[src/rtl/arb_pkg.sv]
// Shared types and constants for the 4-way request arbiter.
package arb_pkg;

  localparam int N_REQ_C = 4;
  localparam int IDX_W_C = 2;

  typedef enum logic [1:0] {
    IDLE    = 2'd0,
    GRANT   = 2'd1,
    RELEASE = 2'd2
  } arbState_e;

  function automatic logic [N_REQ_C-1:0] oneHot(input logic [IDX_W_C-1:0] idx);
    logic [N_REQ_C-1:0] v;
    v = '0;
    v[idx] = 1'b1;
    return v;
  endfunction

endpackage

[src/rtl/req_arbiter_4_if.sv]
// Request/grant bundle between the requesters (master) and the arbiter (slave).
interface req_arbiter_4_if;
  import arb_pkg::*;

  logic [N_REQ_C-1:0] req;
  logic               rr_en;
  logic [N_REQ_C-1:0] gnt;
  logic [IDX_W_C-1:0] gnt_id;
  logic               gnt_valid;
  logic               timeout;

  modport master (output req, rr_en, input gnt, gnt_id, gnt_valid, timeout);
  modport slave  (input req, rr_en, output gnt, gnt_id, gnt_valid, timeout);

endinterface

[src/rtl/arb_pick.sv]
// Combinational winner selection: fixed priority (highest index) or
// round-robin starting just after the last owner.
module arb_pick
  import arb_pkg::*;
(
  input  logic [N_REQ_C-1:0] i_req,
  input  logic [IDX_W_C-1:0] i_ptr,
  input  logic               i_rr_en,
  output logic               o_any,
  output logic [IDX_W_C-1:0] o_idx
);

  // Both loops let the preferred candidate overwrite the others; in the
  // round-robin loop k wraps to ptr itself at k == N_REQ_C, so it ranks last.
  always_comb begin
    o_any = |i_req;
    o_idx = '0;
    if (i_rr_en) begin
      for (int k = N_REQ_C; k >= 1; k--) begin
        if (i_req[i_ptr + IDX_W_C'(k)]) o_idx = i_ptr + IDX_W_C'(k);
      end
    end else begin
      for (int i = 0; i < N_REQ_C; i++) begin
        if (i_req[i]) o_idx = IDX_W_C'(i);
      end
    end
  end

endmodule

[src/rtl/req_arbiter_4.sv]
// Four-requester arbiter with non-preemptive grants, optional hold limit
// and a one-cycle dead slot between owners.
module req_arbiter_4
  import arb_pkg::*;
#(
  parameter int N_REQ    = 4,
  parameter int MAX_HOLD = 16
) (
  input  logic           clk,
  input  logic           rst,
  req_arbiter_4_if.slave bus
);

  localparam int IDX_W = $clog2(N_REQ);
  localparam int CNT_W = (MAX_HOLD > 0) ? $clog2(MAX_HOLD + 1) : 1;
  localparam logic [CNT_W-1:0] HOLD_LAST = CNT_W'((MAX_HOLD > 0) ? MAX_HOLD - 1 : 0);

  arbState_e          r_state, w_stateNext;
  logic [IDX_W-1:0]   r_owner, w_ownerNext;
  logic [IDX_W-1:0]   r_ptr, w_ptrNext;
  logic [CNT_W-1:0]   r_holdCnt, w_holdCntNext;
  logic [N_REQ_C-1:0] r_gnt, w_gntNext;
  logic [IDX_W-1:0]   r_gntId, w_gntIdNext;
  logic               r_gntValid;
  logic               r_timeout, w_timeoutNext;
  logic               w_any;
  logic [IDX_W_C-1:0] w_pickIdx;
  logic               w_ownerReq;
  logic               w_holdDone;

  arb_pick u_pick (
    .i_req   (bus.req),
    .i_ptr   (r_ptr),
    .i_rr_en (bus.rr_en),
    .o_any   (w_any),
    .o_idx   (w_pickIdx)
  );

  assign w_ownerReq = bus.req[r_owner];
  // Counter holds completed GRANT cycles, so the last allowed cycle sees MAX_HOLD-1.
  assign w_holdDone = (MAX_HOLD > 0) && (r_holdCnt == HOLD_LAST);

  always_ff @(posedge clk or posedge rst) begin
    if (rst) begin
      r_state    <= IDLE;
      r_owner    <= '0;
      r_ptr      <= IDX_W'(N_REQ - 1);
      r_holdCnt  <= '0;
      r_gnt      <= '0;
      r_gntId    <= '0;
      r_gntValid <= 1'b0;
      r_timeout  <= 1'b0;
    end else begin
      r_state    <= w_stateNext;
      r_owner    <= w_ownerNext;
      r_ptr      <= w_ptrNext;
      r_holdCnt  <= w_holdCntNext;
      r_gnt      <= w_gntNext;
      r_gntId    <= w_gntIdNext;
      r_gntValid <= |w_gntNext;
      r_timeout  <= w_timeoutNext;
    end
  end

  always_comb begin
    w_stateNext   = r_state;
    w_ownerNext   = r_owner;
    w_ptrNext     = r_ptr;
    w_holdCntNext = r_holdCnt;
    unique case (r_state)
      IDLE, RELEASE: begin
        if (w_any) begin
          w_stateNext   = GRANT;
          w_ownerNext   = w_pickIdx;
          w_holdCntNext = '0;
        end else begin
          w_stateNext = IDLE;
        end
      end
      GRANT: begin
        if (!w_ownerReq || w_holdDone) begin
          w_stateNext = RELEASE;
          w_ptrNext   = r_owner;
        end else begin
          w_holdCntNext = r_holdCnt + 1'b1;
        end
      end
      default: w_stateNext = IDLE;
    endcase
  end

  // A GRANT exit with the owner still requesting can only be the hold limit.
  always_comb begin
    w_gntNext     = '0;
    w_gntIdNext   = '0;
    w_timeoutNext = (r_state == GRANT) && (w_stateNext == RELEASE) && w_ownerReq;
    if (w_stateNext == GRANT) begin
      w_gntNext   = oneHot(w_ownerNext);
      w_gntIdNext = w_ownerNext;
    end
  end

  assign bus.gnt       = r_gnt;
  assign bus.gnt_id    = r_gntId;
  assign bus.gnt_valid = r_gntValid;
  assign bus.timeout   = r_timeout;

endmodule
[src/flat_wrapper.sv]
// flat-port wrapper written by rule: the top's interface ports become plain ports
module req_arbiter_4_flat import arb_pkg::*;
#(
  parameter int N_REQ    = 4,
  parameter int MAX_HOLD = 16
)
  (clk, rst, bus_req, bus_rr_en, bus_gnt, bus_gnt_id, bus_gnt_valid, bus_timeout);
  req_arbiter_4_if bus_i ();
  input  logic clk;
  input  logic rst;
  input wire logic [$bits(bus_i.req)-1:0] bus_req;
  input wire logic [$bits(bus_i.rr_en)-1:0] bus_rr_en;
  output wire logic [$bits(bus_i.gnt)-1:0] bus_gnt;
  output wire logic [$bits(bus_i.gnt_id)-1:0] bus_gnt_id;
  output wire logic [$bits(bus_i.gnt_valid)-1:0] bus_gnt_valid;
  output wire logic [$bits(bus_i.timeout)-1:0] bus_timeout;
  assign bus_i.req = bus_req;
  assign bus_i.rr_en = bus_rr_en;
  assign bus_gnt = bus_i.gnt;
  assign bus_gnt_id = bus_i.gnt_id;
  assign bus_gnt_valid = bus_i.gnt_valid;
  assign bus_timeout = bus_i.timeout;
  req_arbiter_4 #(.N_REQ(N_REQ), .MAX_HOLD(MAX_HOLD)) u_core (.clk(clk), .rst(rst), .bus(bus_i));
endmodule
[config.mk]
export PLATFORM = sky130hd
export DESIGN_NAME = req_arbiter_4_flat
export DESIGN_NICKNAME = d
export VERILOG_FILES = /design/src/rtl/arb_pkg.sv /design/src/rtl/req_arbiter_4_if.sv /design/src/rtl/arb_pick.sv /design/src/rtl/req_arbiter_4.sv /design/src/flat_wrapper.sv
export SDC_FILE = /design/constraint.sdc
export NUM_CORES = 1
export LEC_CHECK = 0
export ABC_AREA = 1
export BUFFER_PORTS_ARGS = -buffer_cell sky130_fd_sc_hd__buf_4
export CORE_AREA = 3 3 51 53
export CTS_CLUSTER_SIZE = 14
export DETAILED_ROUTE_END_ITERATION = 10
export DIE_AREA = 0 0 54 56
export PLACE_DENSITY_LB_ADDON = 0.25
export SYNTH_ARGS = -nofsm -noshare
export SYNTH_HDL_FRONTEND = slang
export SYNTH_SLANG_ARGS = --single-unit
[constraint.sdc]
create_clock -name clk -period 1.5 [get_ports clk]
set_input_delay 0.3 -clock clk [delete_from_list [all_inputs] [get_ports clk]]
set_output_delay 0.3 -clock clk [all_outputs]
set_load 0.05 [all_outputs]
**Word level (Yosys, flattened, before mapping)**

Cells that the tools add are included.
Widths: inputs -> output; s select.

- Output and inout port bits: 8
- Bits in registers: 19
- Input port bits: 7
- Word-level logic and storage cells: 68

- $lt $le $gt $ge: 7
- Multiplexer cells: 30
- Add/subtract/negate cells: 4
- Reductions and logical operators: 12
- Equality and inequality tests: 7

Operators by type and width:

| cell | count |
|---|---|
| $mux 2 | 11 |
| $lt 2x3->1 const B | 6 |
| $bmux 1 s2 | 5 |
| $mux 5 | 2 |
| $pmux 5 s2 | 1 |
| $mux 1 | 8 |
| $reduce_or 4->1 | 2 |
| $add 5x1->5 const B | 1 |
| $eq 5x4->1 const B | 1 |
| $add 2x2->2 const B | 2 |
| $eq 2x1->1 const B | 2 |
| $eq 2x2->1 const B | 2 |
| $mux 4 | 1 |
| $ne 2x2->1 const B | 2 |
| $pmux 2 s2 | 1 |
| $logic_and 1x1->1 | 3 |
| $reduce_and 3->1 | 1 |
| $add 2x1->2 const B | 1 |
| $demux 1 s2 | 1 |
| $ge 2x1->1 const B | 1 |
| $logic_not 2->1 | 1 |
| $reduce_and 2->1 | 1 |
| $reduce_bool 2->1 | 1 |
| $reduce_or 2->1 | 1 |
| 2 further kinds | 2 |

**Logic depth before layout (Yosys ltp)**

Gate-level depths: netlist of run 1.

- Depth after elaboration: 15
- Gate-level depth with buffers: 15
- Gate-level depth less buffers: 14

**Cells and area by module**

A second synthesis of run 1 with hierarchy kept.

- Cells, all modules: 160
- Area total of the unflattened synthesis: 1,204.9 µm²

By module, submodules not included:

| module | area an instance (µm²) | times used | cells each |
|---|---|---|---|
| req_arbiter_4 | 952.2 | 1 | 105 |
| arb_pick | 252.7 | 1 | 55 |

**Worst setup path before layout of run 1**

Ideal clock, no wire load.

- Path kind: register to register
- Start: register u_core.r_holdCnt[0]
- End: register u_core.r_holdCnt[1]
- Path buffers: 0
- Data arrival time: 1.446 ns
- Library setup time: 0.121 ns
- Slack: -0.067 ns
- Cell stages (with the launch flop): 10
- Cells stage by stage: dfrtp_1 > ha_1 > inv_1 > nor3_1 > ha_1 > nor2_2 > nand2_2 > nand2_8 > inv_2 > a22o_1

- Cells in the longest elaborated chain, start to end: 4
- Elaborated cells on any way between the ends: 7
- Classes of those cells: 1 x add/sub; 2 x eq/ne; 2 x mux; 2 x reduce/logical

Ends and longest elaborated chain:

| what | RTL line | text |
|---|---|---|
| start: declaration | req_arbiter_4.sv:21 | `logic [CNT_W-1:0] r_holdCnt, w_holdCntNext;` |
| start signal: assignment | req_arbiter_4.sv:57 | `r_holdCnt <= w_holdCntNext;` |
| parallel branches: the longest is 4 deep, another holds $add 5x1->5 | -- |  |

Several ways; the timed one is not identified. The select of a mux whose other input is x is not followed.
A chain may end at the register's enable or synchronous reset.

**Worst setup path in the final report of run 1**

- Start: register u_core.r_ptr[0]
- End: register u_core.r_gntId[0] (netlist: u_core.bus.gnt_id[0])

- Cells in the longest elaborated chain, start to end: 10
- Elaborated cells on any way between the ends: 19
- Classes of those cells: 3 x add/sub; 16 x mux

Ends and longest elaborated chain:

| what | RTL line | text |
|---|---|---|
| start: declaration | req_arbiter_4.sv:20 | `logic [IDX_W-1:0] r_ptr, w_ptrNext;` |
| start signal: assignment | req_arbiter_4.sv:47 | `r_ptr <= IDX_W'(N_REQ - 1);` |
| start signal: assignment | req_arbiter_4.sv:56 | `r_ptr <= w_ptrNext;` |
| $add 2x2->2 or $bmux 1 s2 (tied branches) | arb_pick.sv:20 | `if (i_req[i_ptr + IDX_W_C'(k)]) o_idx = i_ptr + IDX_W_C'(k);` |
| $bmux 1 s2 or $mux 1 (tied branches) | arb_pick.sv:20 |  |
| $mux 1 (implied by the code) or $mux 2 (tied branches) | arb_pick.sv:20 |  |
| $mux 2 (2 in series) | arb_pick.sv:20 |  |
| $mux 2 (*) | arb_pick.sv:20 |  |
| $mux 2 (*) | arb_pick.sv:18 | `if (i_rr_en) begin` |
| $mux 2 (*) | req_arbiter_4.sv:72 | `if (w_any) begin` |
| $mux 2 (*) | req_arbiter_4.sv:70 | `unique case (r_state)` |
| $mux 2 (*) | req_arbiter_4.sv:97 | `if (w_stateNext == GRANT) begin` |
| named net u_core.w_gntIdNext[0] | req_arbiter_4.sv:23 | `logic [IDX_W-1:0] r_gntId, w_gntIdNext;` |
| end signal: assignment | req_arbiter_4.sv:59 | `r_gntId <= w_gntIdNext;` |
| end: declaration | req_arbiter_4.sv:23 |  |

Mark *: on every way through the listed nets, which the timed path passes. The rest lies on a longest branch. The select of a mux whose other input is x is not followed.

==> metrics.txt, run 1 <==
# TYPE chip_impl_metric gauge
chip_impl_info{name="status",value="finished with violations"} 1
chip_impl_info{name="violations",value="negative setup slack"} 1
chip_impl_metric{name="sw_ratio",unit="%"} 50.3
chip_impl_metric{name="slowest_delay",unit="ns"} 0.63
chip_impl_metric{name="dpl.hpwl",unit="um"} 1740
chip_impl_metric{name="post_synth_instance_area",unit="um2"} 1080
chip_impl_metric{name="pwr_density_cell",unit="nW/um2"} 2370
chip_impl_metric{name="detail_route.vias_per_cell",unit=""} 5.22
chip_impl_info{name="crit_chain",value="buf_6 > nand2_1 > nand2_4 > nand2_2 > nand2_1 > nand2_1 > nand3_1 > nand3_2 > a21oi_2 > nor2_1"} 1
chip_impl_metric{name="power.ir.vdd_worst",unit="mV"} 1.50
chip_impl_metric{name="setup_ws",unit="ns"} -0.174
chip_impl_metric{name="drtIter0Drc",unit=""} 22
chip_impl_metric{name="timing.clock.skew",unit="ns"} 0.00435
chip_impl_info{name="timing.critical_path.max_delay_family",value="flip-flops"} 1
chip_impl_metric{name="crit_fanout",unit=""} 4
chip_impl_metric{name="worst_skew_pair.late_latency",unit="ns"} 0.32
chip_impl_metric{name="postRouteAntennaNets",unit=""} 0
chip_impl_metric{name="synth_area_per_cell",unit="um2"} 7.96
chip_impl_metric{name="drc",unit=""} 0
chip_impl_metric{name="synth.distinct_cells",unit=""} 28
chip_impl_metric{name="cts.sink_count",unit=""} 19
chip_impl_metric{name="seqPwrFrac",unit="%"} 23.0
chip_impl_metric{name="routed_wirelength",unit="um"} 2770
chip_impl_info{name="layout.cells.most_common",value="sky130_fd_sc_hd__buf_4"} 1
chip_impl_metric{name="num_antenna_cells",unit=""} 0
chip_impl_metric{name="synth_seq_cells",unit=""} 19
chip_impl_info{name="unrepaired_setup_endpoints_after_global_routing",value="true"} 1
chip_impl_metric{name="final_nets",unit=""} 183
chip_impl_metric{name="design.die.area",unit="um2"} 3020
chip_impl_metric{name="internal_power",unit="mW"} 1.85
chip_impl_metric{name="final_period_util",unit="%"} 112
chip_impl_metric{name="track_usage",unit="%"} 18.6
chip_impl_info{name="crit_path_top_delay_cell",value="sky130_fd_sc_hd__dfstp_2"} 1
chip_impl_info{name="worst_setup_path_end_kind",value="flip-flop"} 1
chip_impl_metric{name="layout-drive-gt1-share",unit="%"} 52.6
chip_impl_metric{name="core.rowCount",unit=""} 17
chip_impl_metric{name="crit_buf_inv",unit=""} 1
chip_impl_info{name="startpoint_type",value="flip-flop"} 1
chip_impl_metric{name="hold_viol_final",unit=""} 0
chip_impl_metric{name="maximum_number_of_pins_on_one_net_before_global_route_repair",unit=""} 20
chip_impl_metric{name="core_area",unit="um2"} 2190
chip_impl_metric{name="max_cap_viol",unit=""} 0
chip_impl_info{name="hp-class",value="in2reg"} 1
chip_impl_info{name="cell_seen_most_often_among_critical_path_stages",value="sky130_fd_sc_hd__nand2_1"} 1
chip_impl_metric{name="die_width",unit="um"} 54
chip_impl_metric{name="io_pins",unit=""} 15
chip_impl_metric{name="grt_antenna_before_repair",unit=""} 0
chip_impl_info{name="cts_tree",value="built"} 1
chip_impl_metric{name="drtPass1Iterations",unit=""} 4
chip_impl_metric{name="clkSlewWorstSetupHoldPaths",unit="ns"} 0.12
chip_impl_metric{name="synth_cells",unit=""} 136
chip_impl_info{name="clock_tree.root_cell",value="sky130_fd_sc_hd__clkbuf_4"} 1
chip_impl_metric{name="pre_cts_slack",unit="ns"} -0.109
chip_impl_metric{name="data_arrival_time_of_the_critical_path",unit="ns"} 1.90
chip_impl_metric{name="cts_max_level",unit=""} 1
chip_impl_metric{name="ys_warn_count",unit=""} 0
chip_impl_metric{name="synth_sequential_area_ratio",unit="%"} 44.2
chip_impl_metric{name="power.static_leakage",unit="nW"} 0.851
chip_impl_metric{name="ctsLongestPathBuffers",unit=""} 2
chip_impl_metric{name="worst_ep_required_time",unit="ns"} 1.72
chip_impl_metric{name="synth_nets",unit=""} 145
chip_impl_metric{name="grt_total_ovfl",unit=""} 0
chip_impl_metric{name="wl_per_cell",unit="um"} 13.8
chip_impl_metric{name="worst_pin_slew",unit="ns"} 0.356
chip_impl_metric{name="initial_utilization",unit="%"} 49.4
chip_impl_metric{name="pwr-share-clk",unit="%"} 7.9
chip_impl_metric{name="slew-limit-headroom",unit="%"} 76.2
chip_impl_metric{name="tritoncts.num_buffers",unit=""} 3
chip_impl_info{name="path_class",value="reg2reg"} 1
chip_impl_metric{name="grt_pass1_wl",unit="um"} 4190
chip_impl_metric{name="stdcell_count",unit=""} 201
chip_impl_info{name="layout.cells.most_common_list",value="sky130_fd_sc_hd__buf_4 (28), sky130_fd_sc_hd__nand2_1 (24), sky130_fd_sc_hd__inv_1 (17), sky130_fd_sc_hd__dfrtp_1 (17), sky130_fd_sc_hd__nand2_4 (12)"} 1
chip_impl_metric{name="syn_to_final_growth",unit="%"} 45.1
chip_impl_metric{name="post-place-cells",unit=""} 186
chip_impl_metric{name="setup_viol_count_final",unit=""} 13
chip_impl_metric{name="final_period_minus_worst_setup_slack",unit="ns"} 1.67
chip_impl_metric{name="dr_total_vias",unit=""} 1050
chip_impl_metric{name="n_fill_cell",unit=""} 153
chip_impl_metric{name="grt_pass1_vias",unit=""} 959
chip_impl_metric{name="io_buffers",unit=""} 14
chip_impl_metric{name="combPwrFrac",unit="%"} 69.1
chip_impl_metric{name="fmax",unit="GHz"} 0.597
chip_impl_metric{name="slew_violations",unit=""} 0
chip_impl_metric{name="rd_place_congestion",unit=""} 0.898
chip_impl_metric{name="switchingPower",unit="mW"} 1.87
chip_impl_metric{name="die-height",unit="um"} 56
==> timing repair <==
action,4_1_cts,5_1_grt
hold buffers,1,0
hold endpoints to repair,3,0
gates resized for setup,9,35
endpoints found under the setup margin,11,17
pin swaps,4,17
buffers inserted,5,5
==> state kept, by name (all words and copies together) (netlist names) <==
signal / cells
u_core.r_holdCnt: 5
u_core.bus.gnt: 4
u_core.bus.gnt_id: 2
u_core.r_owner: 2
u_core.r_ptr: 2
u_core.r_state: 2
u_core.bus.gnt_valid: 1
u_core.bus.timeout: 1
==> path summary, 6_finish.rpt <==
kind	slack, ns	to	cells after the start	from
min in group asynchronous	0.55	u_core.bus.gnt[3]	4	rst
hold reg to reg	0.55	u_core.r_holdCnt[4]	2	u_core.r_holdCnt[4]
setup reg to reg	-0.17	u_core.bus.gnt_id[0]	10	u_core.r_ptr[0]
max in group asynchronous	0.68	u_core.r_ptr[1]	4	rst
hold / removal	0.33	u_core.r_owner[0]	4	bus_rr_en
setup / recovery	-0.17	u_core.bus.gnt_id[0]	10	u_core.r_ptr[0]
==> kinds of logic (layout without fill, tap and decap cells) <==
family | count (synthesis) | after routing | synth area share [%]
AO/OA/AOI/OAI | 19 | 19 | 10.3
adder cells (fa/ha/maj) | 2 | 2 | 2.31
buffers and inverters | 28 | 65 | 10.9
flip-flops | 19 | 19 | 44.2
AND/OR/NAND/NOR | 68 | 68 | 32.4
==> final cells by class <==
| type | count | area (um2) | share of cell area [%] |
|---|---|---|---|
| Multi-Input combinational cell | 89 | 629 | 40.1 |
| Inverter | 27 | 113 | 7.17 |
| Sequential cell | 19 | 478 | 30.4 |
| Clock buffer | 3 | 22.5 | 1.43 |
| Clock inverter | 1 | 7.51 | 0.478 |
| Tap cell | 28 | 35.0 | 2.23 |
| Timing Repair Buffer | 34 | 285 | 18.2 |
==> synth_stat cells <==
master                     number  area (um2)
sky130_fd_sc_hd__o21ai_0        3        15.0
sky130_fd_sc_hd__nand2_2        8        50.1
sky130_fd_sc_hd__nor3b_2        1        12.5
sky130_fd_sc_hd__ha_1           2        25.0
sky130_fd_sc_hd__inv_6          1        8.76
sky130_fd_sc_hd__dfstp_2        2        52.6
sky130_fd_sc_hd__nand2_1       35         131
sky130_fd_sc_hd__nor2_1         6        22.5
sky130_fd_sc_hd__o22ai_1        1        6.26
sky130_fd_sc_hd__a22o_1         1        8.76
sky130_fd_sc_hd__a21oi_1        7        35.0
sky130_fd_sc_hd__nor2_2         3        18.8
sky130_fd_sc_hd__nor3_1         2        10.0
sky130_fd_sc_hd__nand4_1        1        6.26
sky130_fd_sc_hd__a21oi_2        1        8.76
sky130_fd_sc_hd__a22oi_1        1        7.51
sky130_fd_sc_hd__o21ai_1        3        15.0
sky130_fd_sc_hd__o21ai_2        1        8.76
sky130_fd_sc_hd__nand3_2        1        10.0
sky130_fd_sc_hd__inv_2          6        22.5
sky130_fd_sc_hd__nand3_1        7        35.0
sky130_fd_sc_hd__dfrtp_1       17         425
sky130_fd_sc_hd__nand2_8        1        20.0
sky130_fd_sc_hd__inv_1         19        71.3
sky130_fd_sc_hd__a31oi_1        1        6.26
sky130_fd_sc_hd__clkinv_1       1        3.75
sky130_fd_sc_hd__nand2_4        3        33.8
sky130_fd_sc_hd__buf_6          1        11.3
==> tightest hold or removal path: stages <==
cell                      delay (ns)
sky130_fd_sc_hd__buf_4          0.09
sky130_fd_sc_hd__nand3_2        0.08
sky130_fd_sc_hd__nand2_1        0.07
sky130_fd_sc_hd__nand2_2        0.08
==> power by group through the flow <==
stage | clock network [mW] | logic [mW] | registers (mW)
2_1_floorplan | 0 | 1.17 | 1.08
3_3_place_gp | 0 | 1.83 | 0.860
3_5_place_dp | 0 | 1.86 | 0.872
4_1_cts | 0.294 | 2.09 | 0.838
5_1_grt | 0.322 | 2.79 | 0.874
6_report | 0.294 | 2.57 | 0.857
==> routing by layer <==
layer | global-route usage, % | vias to the layer above | share of wire (%)
met4 | 8.19 | 0 | 1.8
met5 | 0 | - | 0
met3 | 3.49 | 5 | 5.5
li1 | - | 498 | -
met2 | 28.5 | 41 | 49
met1 | 24.8 | 506 | 44
==> metrics by stage <==
step           cell area [um2]  total power, mW  TNS [ns]  hold slack (ns)  utilization, %
2_1_floorplan             1090             2.25         0            0.250               -
3_3_place_gp              1290             2.69    -0.322            0.339            58.8
3_5_place_dp              1290             2.73    -0.623            0.357            58.8
4_1_cts                   1400             3.22    -0.539            0.332            63.8
5_1_grt                   1570             3.99     -2.41            0.343            71.7
6_report                  1570             3.72     -1.32            0.333            71.7
(Power assumes the default switching activity.)
==> inputs of run 2 (changes only) <==
- CORE_AREA: 3 3 51 53 -> 3 3 53 55
- DIE_AREA: 0 0 54 56 -> 0 0 56 58
- SYNTH_HIERARCHICAL: not set -> 1
==> run 2 against run 1 <==
Compared with the run above:
- the run still ends with negative setup slack left
- clock skew shrank 0.0032 ns
- worst hold slack lost 0.32 ns
- cell count grew 11%
- critical path depth grew 4
- non-clock buffer count shrank 2
- die area grew 7.4%
- final area shrank 0.80%
- synthesized cell count grew 18%
- routed wire length shrank 7.8%
- first-iteration DRC count grew 45%
- critical endpoint is now u_core/bus.gnt[1]
==> metrics.txt, run 2 <==
# TYPE chip_impl_metric gauge
chip_impl_metric{name="muxShareOfSynthArea",unit="%"} 0
chip_impl_metric{name="synth_sequential_area_ratio",unit="%"} 39.7
chip_impl_metric{name="routed_wirelength",unit="um"} 2550
chip_impl_metric{name="totalPowerFinal",unit="mW"} 3.52
chip_impl_info{name="registers.top_by_ff_count",value="u_core/r_holdCnt"} 1
chip_impl_metric{name="power.ir.vdd_worst",unit="mV"} 1.41
chip_impl_metric{name="max_cap_viol",unit=""} 0
chip_impl_metric{name="final_period_minus_worst_setup_slack",unit="ns"} 1.80
chip_impl_metric{name="slew_violations",unit=""} 0
chip_impl_metric{name="pre_cts_slack",unit="ns"} -0.305
chip_impl_metric{name="postRouteAntennaNets",unit=""} 0
chip_impl_metric{name="layout-drive-gt1-share",unit="%"} 44.0
chip_impl_metric{name="crit_buf_inv",unit=""} 2
chip_impl_info{name="cell_seen_most_often_among_critical_path_stages",value="sky130_fd_sc_hd__nand2_1"} 1
chip_impl_metric{name="detail_route.vias_per_cell",unit=""} 4.87
chip_impl_metric{name="hold_viol_final",unit=""} 0
chip_impl_metric{name="drtIter0Drc",unit=""} 32
chip_impl_metric{name="ctsLongestPathBuffers",unit=""} 2
chip_impl_metric{name="post_synth_instance_area",unit="um2"} 1200
chip_impl_metric{name="synth.distinct_cells",unit=""} 22
chip_impl_metric{name="slew-limit-headroom",unit="%"} 83.5
chip_impl_metric{name="synth_seq_cells",unit=""} 19
chip_impl_metric{name="setup_viol_count_final",unit=""} 8
chip_impl_metric{name="synth_compound_area_share",unit="%"} 7.06
chip_impl_metric{name="fin_area",unit="um2"} 1560
chip_impl_metric{name="num_antenna_cells",unit=""} 0
chip_impl_metric{name="drc",unit=""} 0
chip_impl_metric{name="grt_pass1_vias",unit=""} 1089
chip_impl_metric{name="yosysTopAreaCellShare",unit="%"} 35.3
chip_impl_metric{name="setup_ws",unit="ns"} -0.304
chip_impl_info{name="synth_top_cell_by_area",value="sky130_fd_sc_hd__dfrtp_1"} 1
chip_impl_metric{name="synth_enable_flop_cells",unit=""} 0
chip_impl_info{name="unrepaired_setup_endpoints_after_global_routing",value="true"} 1
chip_impl_metric{name="n_fill_cell",unit=""} 210
chip_impl_metric{name="grt_antenna_before_repair",unit=""} 0
chip_impl_metric{name="clkSlewWorstSetupHoldPaths",unit="ns"} 0.10
chip_impl_metric{name="grt_pass1_wl",unit="um"} 4460
chip_impl_metric{name="io_buffers",unit=""} 14
chip_impl_info{name="most_common_library_cells_after_synthesis",value="sky130_fd_sc_hd__nand2_1 (59), sky130_fd_sc_hd__inv_1 (20), sky130_fd_sc_hd__dfrtp_1 (17)"} 1
chip_impl_metric{name="final_nets",unit=""} 203
chip_impl_metric{name="synthSimpleGateAreaFrac",unit="%"} 39.8
chip_impl_metric{name="wl_per_cell",unit="um"} 11.4
chip_impl_info{name="timing.critical_path.max_delay_family",value="flip-flops"} 1
chip_impl_metric{name="die-height",unit="um"} 58
chip_impl_metric{name="worst_ep_required_time",unit="ns"} 1.69
chip_impl_metric{name="grt_total_ovfl",unit=""} 0
chip_impl_metric{name="synth_nets",unit=""} 169
chip_impl_metric{name="cts.sink_count",unit=""} 19
chip_impl_metric{name="post-place-cells",unit=""} 218
chip_impl_metric{name="final_period_util",unit="%"} 120
chip_impl_metric{name="core_area",unit="um2"} 2430
chip_impl_metric{name="core.rowCount",unit=""} 18
chip_impl_info{name="status",value="finished with violations"} 1
chip_impl_info{name="hp-class",value="in2async"} 1
chip_impl_metric{name="tritoncts.num_buffers",unit=""} 3
chip_impl_metric{name="worst_skew_pair.late_latency",unit="ns"} 0.29
chip_impl_metric{name="data_arrival_time_of_the_critical_path",unit="ns"} 1.99
chip_impl_metric{name="slowest_delay",unit="ns"} 0.67
chip_impl_metric{name="syn_to_final_growth",unit="%"} 29.3
chip_impl_info{name="yosysMostFrequentCell",value="sky130_fd_sc_hd__nand2_1"} 1
chip_impl_info{name="layout.cells.most_common_list",value="sky130_fd_sc_hd__nand2_1 (44), sky130_fd_sc_hd__buf_4 (31), sky130_fd_sc_hd__nand2_2 (23)"} 1
chip_impl_info{name="synth_top_family_by_area",value="simple AND/OR/NAND/NOR gates"} 1
chip_impl_info{name="dominantRegCellSynth",value="sky130_fd_sc_hd__dfrtp_1"} 1
chip_impl_metric{name="holdBufCountCts",unit=""} 0
chip_impl_metric{name="async_flop_share",unit="%"} 100
chip_impl_info{name="startpoint_type",value="flip-flop"} 1
chip_impl_metric{name="maximum_number_of_pins_on_one_net_before_global_route_repair",unit=""} 20
chip_impl_metric{name="ys_warn_count",unit=""} 6
chip_impl_metric{name="r2r.worst_path.cells",unit=""} 14
chip_impl_metric{name="rd_place_congestion",unit=""} 0.829
chip_impl_metric{name="synth_adder_area_share",unit="%"} 2.08
chip_impl_metric{name="synth_area_per_cell",unit="um2"} 7.53
chip_impl_metric{name="drtPass1Iterations",unit=""} 4
chip_impl_info{name="crit_path_top_delay_cell",value="sky130_fd_sc_hd__dfstp_2"} 1
chip_impl_metric{name="pwr_density_cell",unit="nW/um2"} 2260
chip_impl_metric{name="finalHoldWorstSlack",unit="ns"} 0.0170
chip_impl_info{name="clock_tree.root_cell",value="sky130_fd_sc_hd__clkbuf_4"} 1
chip_impl_info{name="layout.cells.most_common",value="sky130_fd_sc_hd__nand2_1"} 1
chip_impl_metric{name="design.die.area",unit="um2"} 3250
chip_impl_metric{name="crit_fanout",unit=""} 8
chip_impl_info{name="synthTopCellsByArea",value="sky130_fd_sc_hd__dfrtp_1 (35%), sky130_fd_sc_hd__nand2_1 (18%), sky130_fd_sc_hd__nand3_1 (6.6%)"} 1
chip_impl_metric{name="io_pins",unit=""} 15
chip_impl_info{name="violations",value="negative setup slack"} 1
chip_impl_info{name="worst_setup_path_end_kind",value="flip-flop"} 1
chip_impl_info{name="path_class",value="reg2reg"} 1
chip_impl_metric{name="dpl.hpwl",unit="um"} 1940
chip_impl_metric{name="fmax",unit="GHz"} 0.554
chip_impl_metric{name="power.static_leakage",unit="nW"} 0.845
chip_impl_metric{name="die_width",unit="um"} 56
chip_impl_metric{name="worst_pin_slew",unit="ns"} 0.247
chip_impl_metric{name="synth_cells",unit=""} 160
chip_impl_metric{name="instance_area_after_placement",unit="um2"} 1460
chip_impl_metric{name="dr_total_vias",unit=""} 1087
chip_impl_metric{name="worst-path-stages",unit=""} 14
chip_impl_metric{name="largest_reg_flops",unit=""} 5
chip_impl_metric{name="cts_max_level",unit=""} 1
chip_impl_metric{name="initial_utilization",unit="%"} 49.5
chip_impl_metric{name="xor_xnor_cell_area_share_of_the_yosys_netlist",unit="%"} 0.727
chip_impl_metric{name="stdcell_count",unit=""} 223
chip_impl_metric{name="timing.clock.skew",unit="ns"} 0.00117
chip_impl_metric{name="fin_setup_tns",unit="ns"} -1.94
chip_impl_metric{name="track_usage",unit="%"} 17.2
chip_impl_info{name="cts_tree",value="built"} 1
chip_impl_metric{name="postLayoutCoreUtil",unit="%"} 64.0
chip_impl_info{name="crit_chain",value="inv_6 > nand2_4 > nand2_2 > nand2_1 > and2_4 > nand2_1 > nand3_2 > nand2_1 > nand2_1 > nand2_1 > o21ai_4 > inv_2 > nand2_2 > a21oi_2"} 1
[run 2: changes by cell type after synthesis, moves of 2 or more]
cell,before,now
sky130_fd_sc_hd__nand2_1,35,59
sky130_fd_sc_hd__o21ai_1,3,0
sky130_fd_sc_hd__buf_6,1,3
sky130_fd_sc_hd__nor3_1,2,0
sky130_fd_sc_hd__nor2_2,3,0
sky130_fd_sc_hd__nand3_1,7,16
sky130_fd_sc_hd__a21oi_2,1,6
sky130_fd_sc_hd__inv_2,6,3
sky130_fd_sc_hd__nor2_1,6,9
sky130_fd_sc_hd__a21oi_1,7,1
[run 2: worst paths after layout]
kind / slack, ns / endpoint / startpoint
min reg2reg: 0.52 / u_core/r_ptr[1] / u_core/r_ptr[1]
max in group asynchronous: 1.22 / u_core/r_ptr[1] / rst
min in group clk: 0.43 / u_core/r_owner[1] / bus_rr_en
max: -0.30 / u_core/bus.gnt[1] / u_core/r_ptr[0]
min: 0.02 / u_core/bus.gnt_valid / rst
max reg2reg: -0.30 / u_core/bus.gnt[1] / u_core/r_ptr[0]
[run 2: where the power goes]
group          internal (mW)  switching (mW)  total [mW]
Combinational          0.899            1.47        2.36
Sequential             0.730           0.172       0.902
Clock                  0.103           0.148       0.251
[run 2: repair_timing]
action	in CTS	in global routing
pin swaps	4	6
setup buffers	0	1
gates resized for setup	7	18
setup endpoints to repair	13	15
[run 2: kinds of logic (layout without fill, tap and decap cells)]
kind of cell	after synthesis	after routing
and+or+nand+nor	100	100
xor gates and xnor gates	1	1
adders and majority gates	2	2
buffers and inverters	27	60
DFF	19	19
AOI/OAI and AO/OA	11	11
[run 2: layout make-up]
type	instances	area [um2]	area share [%]
multi-input combinational	114	668	42.9
sequential	19	478	30.7
timing repair buffer	32	253	16.2
inverter	24	95.1	6.10
tap	30	37.5	2.41
clock buffer	4	26.3	1.69
[run 2: routing by layer]
metal	up-vias	routed length [um]	GRT usage, %	part of all wire [%]
met5	-	0	0	0
met4	0	14	6.10	0.55
met3	2	80	3.34	3.1
met2	18	1290	29.5	50
met1	511	1170	21.7	46
li1	556	-	-	-
[run 2: tightest hold or removal path, delay by kind of cell]
| family | cells | cell delay [ns] |
|---|---|---|
| buf+inv | 3 | 0.39 |
==> inputs of run 3 (changes only) <==
- CORE_AREA: 3 3 53 55 -> 3 3 51 53
- DIE_AREA: 0 0 56 58 -> 0 0 54 56
- clock period: 1.5 -> 1.75 ns (I/O delays scaled with it)
==> run 3 against run 2 <==
Compared with the run above:
- the run still ends with negative setup slack left
- sequential power fell by 14%
- flip-flop and latch count did not move
- via count fell by 5.0%
- routed wire length fell by 4.0%
- die area fell by 6.9%
- clock power fell by 13%
- maximum frequency barely moved
- cell count fell by 5.8%
- global-route usage rose by 1.9 points
- clock-buffer cell count did not move
- clock skew rose by 0.0016 ns
- sequential share of layout area rose by 2.4 points
- critical path type unchanged
- critical endpoint is now u_core/bus.gnt[3]
- largest power group unchanged
- highest routed layer unchanged
==> metrics.txt, run 3 (synthesis results as in run 2) <==
# TYPE chip_impl_metric gauge
chip_impl_metric{name="rd_place_congestion",unit=""} 0.854
chip_impl_metric{name="dr_total_vias",unit=""} 1033
chip_impl_metric{name="max_cap_viol",unit=""} 0
chip_impl_metric{name="post-place-cells",unit=""} 204
chip_impl_info{name="violations",value="negative setup slack"} 1
chip_impl_metric{name="design.die.area",unit="um2"} 3020
chip_impl_metric{name="dpl.hpwl",unit="um"} 1850
chip_impl_info{name="status",value="finished with violations"} 1
chip_impl_metric{name="ff2ff_setup_slack",unit="ns"} -0.05
chip_impl_metric{name="initial_utilization",unit="%"} 55.0
chip_impl_metric{name="clkSlewWorstSetupHoldPaths",unit="ns"} 0.10
chip_impl_info{name="path_class",value="reg2reg"} 1
chip_impl_metric{name="slew_violations",unit=""} 0
chip_impl_metric{name="power.static_leakage",unit="nW"} 0.792
chip_impl_metric{name="routed_wirelength",unit="um"} 2450
chip_impl_metric{name="grt_antenna_before_repair",unit=""} 0
chip_impl_metric{name="final_nets",unit=""} 192
chip_impl_metric{name="final_period_minus_worst_setup_slack",unit="ns"} 1.80
chip_impl_metric{name="holdBufCountCts",unit=""} 0
chip_impl_metric{name="track_usage",unit="%"} 19.2
chip_impl_metric{name="tritoncts.num_buffers",unit=""} 3
chip_impl_metric{name="postRouteAntennaNets",unit=""} 0
chip_impl_info{name="clock_tree.root_cell",value="sky130_fd_sc_hd__clkbuf_4"} 1
chip_impl_metric{name="die_width",unit="um"} 54
chip_impl_metric{name="fin_setup_tns",unit="ns"} -0.194
chip_impl_metric{name="cts.sink_count",unit=""} 19
chip_impl_metric{name="pre_cts_slack",unit="ns"} -0.0706
chip_impl_metric{name="crit_fanout",unit=""} 8
chip_impl_info{name="layout.cells.most_common",value="sky130_fd_sc_hd__nand2_1"} 1
chip_impl_metric{name="core_area",unit="um2"} 2190
chip_impl_metric{name="finalHoldWorstSlack",unit="ns"} 0.166
chip_impl_metric{name="io_pins",unit=""} 15
chip_impl_info{name="startpoint_type",value="flip-flop"} 1
chip_impl_metric{name="worst_ep_required_time",unit="ns"} 1.95
chip_impl_metric{name="maximum_number_of_pins_on_one_net_before_global_route_repair",unit=""} 20
chip_impl_metric{name="worst_skew_pair.late_latency",unit="ns"} 0.30
chip_impl_metric{name="worst_pin_slew",unit="ns"} 0.724
chip_impl_metric{name="setup_ws",unit="ns"} -0.0549
chip_impl_metric{name="drc",unit=""} 0
chip_impl_metric{name="detail_route.vias_per_cell",unit=""} 4.92
chip_impl_metric{name="power.ir.vdd_worst",unit="mV"} 1.56
chip_impl_metric{name="num_antenna_cells",unit=""} 0
chip_impl_metric{name="ctsLongestPathBuffers",unit=""} 2
chip_impl_metric{name="stdcell_count",unit=""} 210
chip_impl_info{name="hp-class",value="in2async"} 1
chip_impl_info{name="cp-startpoint",value="u_core/r_ptr[0]"} 1
chip_impl_metric{name="instance_area_after_placement",unit="um2"} 1350
chip_impl_metric{name="final_period_util",unit="%"} 103
chip_impl_metric{name="timing.clock.skew",unit="ns"} 0.00280
chip_impl_info{name="cts_tree",value="built"} 1
chip_impl_metric{name="grt_pass1_vias",unit=""} 1019
chip_impl_info{name="regToRegStartpoint",value="u_core/r_ptr[0]"} 1
chip_impl_metric{name="totalPowerFinal",unit="mW"} 2.84
chip_impl_metric{name="fin_area",unit="um2"} 1450
chip_impl_metric{name="r2r.worst_path.cells",unit=""} 15
chip_impl_info{name="registers.top_by_ff_count",value="u_core/r_holdCnt"} 1
chip_impl_metric{name="layout-drive-gt1-share",unit="%"} 35.2
chip_impl_metric{name="wl_per_cell",unit="um"} 11.7
chip_impl_info{name="reg2reg_to",value="u_core/bus.gnt[3]"} 1
chip_impl_metric{name="largest_reg_flops",unit=""} 5
chip_impl_metric{name="pwr_density_cell",unit="nW/um2"} 1960
chip_impl_metric{name="core.rowCount",unit=""} 17
chip_impl_metric{name="setup_viol_count_final",unit=""} 5
chip_impl_metric{name="postLayoutCoreUtil",unit="%"} 66.0
chip_impl_metric{name="grt_total_ovfl",unit=""} 0
chip_impl_metric{name="slew-limit-headroom",unit="%"} 51.7
chip_impl_metric{name="hold_viol_final",unit=""} 0
chip_impl_info{name="unrepaired_setup_endpoints_after_global_routing",value="true"} 1
chip_impl_info{name="layout.cells.most_common_list",value="sky130_fd_sc_hd__nand2_1 (51), sky130_fd_sc_hd__buf_4 (20), sky130_fd_sc_hd__inv_1 (19)"} 1
chip_impl_metric{name="syn_to_final_growth",unit="%"} 19.9
chip_impl_metric{name="data_arrival_time_of_the_critical_path",unit="ns"} 2.00
chip_impl_metric{name="fmax",unit="GHz"} 0.554
chip_impl_metric{name="io_buffers",unit=""} 14
chip_impl_metric{name="drtPass1Iterations",unit=""} 4
chip_impl_metric{name="grt_pass1_wl",unit="um"} 4350
chip_impl_info{name="worst_setup_path_end_kind",value="flip-flop"} 1
chip_impl_metric{name="drtIter0Drc",unit=""} 18
chip_impl_metric{name="cts_max_level",unit=""} 1
chip_impl_metric{name="die-height",unit="um"} 56
-- run 3: cell types whose count changed in the layout (fill, tap and decap cells not counted), sizes merged --
cell,before,now
buf,32,21
-- run 3: cell type report --
cell class	instances	area (um2)
clock buffers	4	26.3
flip-flops and latches	19	478
fillers	194	746
inverters	24	95.1
well taps	28	35.0
multi-input cells	114	641
repair buffers	21	170
-- run 3: timing repair --
| item | 4_1_cts | 5_1_grt |
|---|---|---|
| setup buffers | 1 | 1 |
| resized for setup | 6 | 8 |
| pin swaps | 2 | 5 |
| setup endpoints to repair | 5 | 13 |
-- run 3: how the worst max path moves through the flow --
| stage | slack [ns] | end | depth (start not counted) |
|---|---|---|---|
| 2_1_floorplan | 0.07 | u_core/bus.gnt[3] | 16 |
| 3_3_place_gp | -0.04 | u_core/bus.gnt[1] | 15 |
| 3_5_place_dp | -0.07 | u_core/bus.gnt[3] | 13 |
| 4_1_cts | -0.05 | u_core/bus.gnt[3] | 14 |
| 5_1_grt | -0.22 | u_core/bus.gnt[0] | 14 |
| 6_report | -0.05 | u_core/bus.gnt[3] | 15 |
-- run 3: routing by layer --
metal	part of all wire [%]	global-route usage [%]
met1	41	23.3
met2	54	32.9
met4	1.9	8.19
met3	3.6	2.14
met5	0	0
-- run 3: worst max-delay path: stages (launching register included) --
cell and delay, ns:
sky130_fd_sc_hd__dfstp_2 0.66, sky130_fd_sc_hd__inv_6 0.07, sky130_fd_sc_hd__nand2_4 0.06, sky130_fd_sc_hd__nand2_4 0.05, sky130_fd_sc_hd__nand2_2 0.07, sky130_fd_sc_hd__nand2_2 0.05, sky130_fd_sc_hd__inv_2 0.05, sky130_fd_sc_hd__nand2_1 0.06
sky130_fd_sc_hd__nand3_2 0.05, sky130_fd_sc_hd__nand2_1 0.05, sky130_fd_sc_hd__nand2_1 0.05, sky130_fd_sc_hd__nand2_1 0.06, sky130_fd_sc_hd__o21ai_2 0.22, sky130_fd_sc_hd__inv_2 0.07, sky130_fd_sc_hd__nand2_1 0.09, sky130_fd_sc_hd__a21oi_2 0.03
-- run 3: where the power goes --
part	internal, mW	switching (mW)
clock network	0.0889	0.130
logic	0.662	1.18
registers	0.626	0.150
total	1.38	1.46
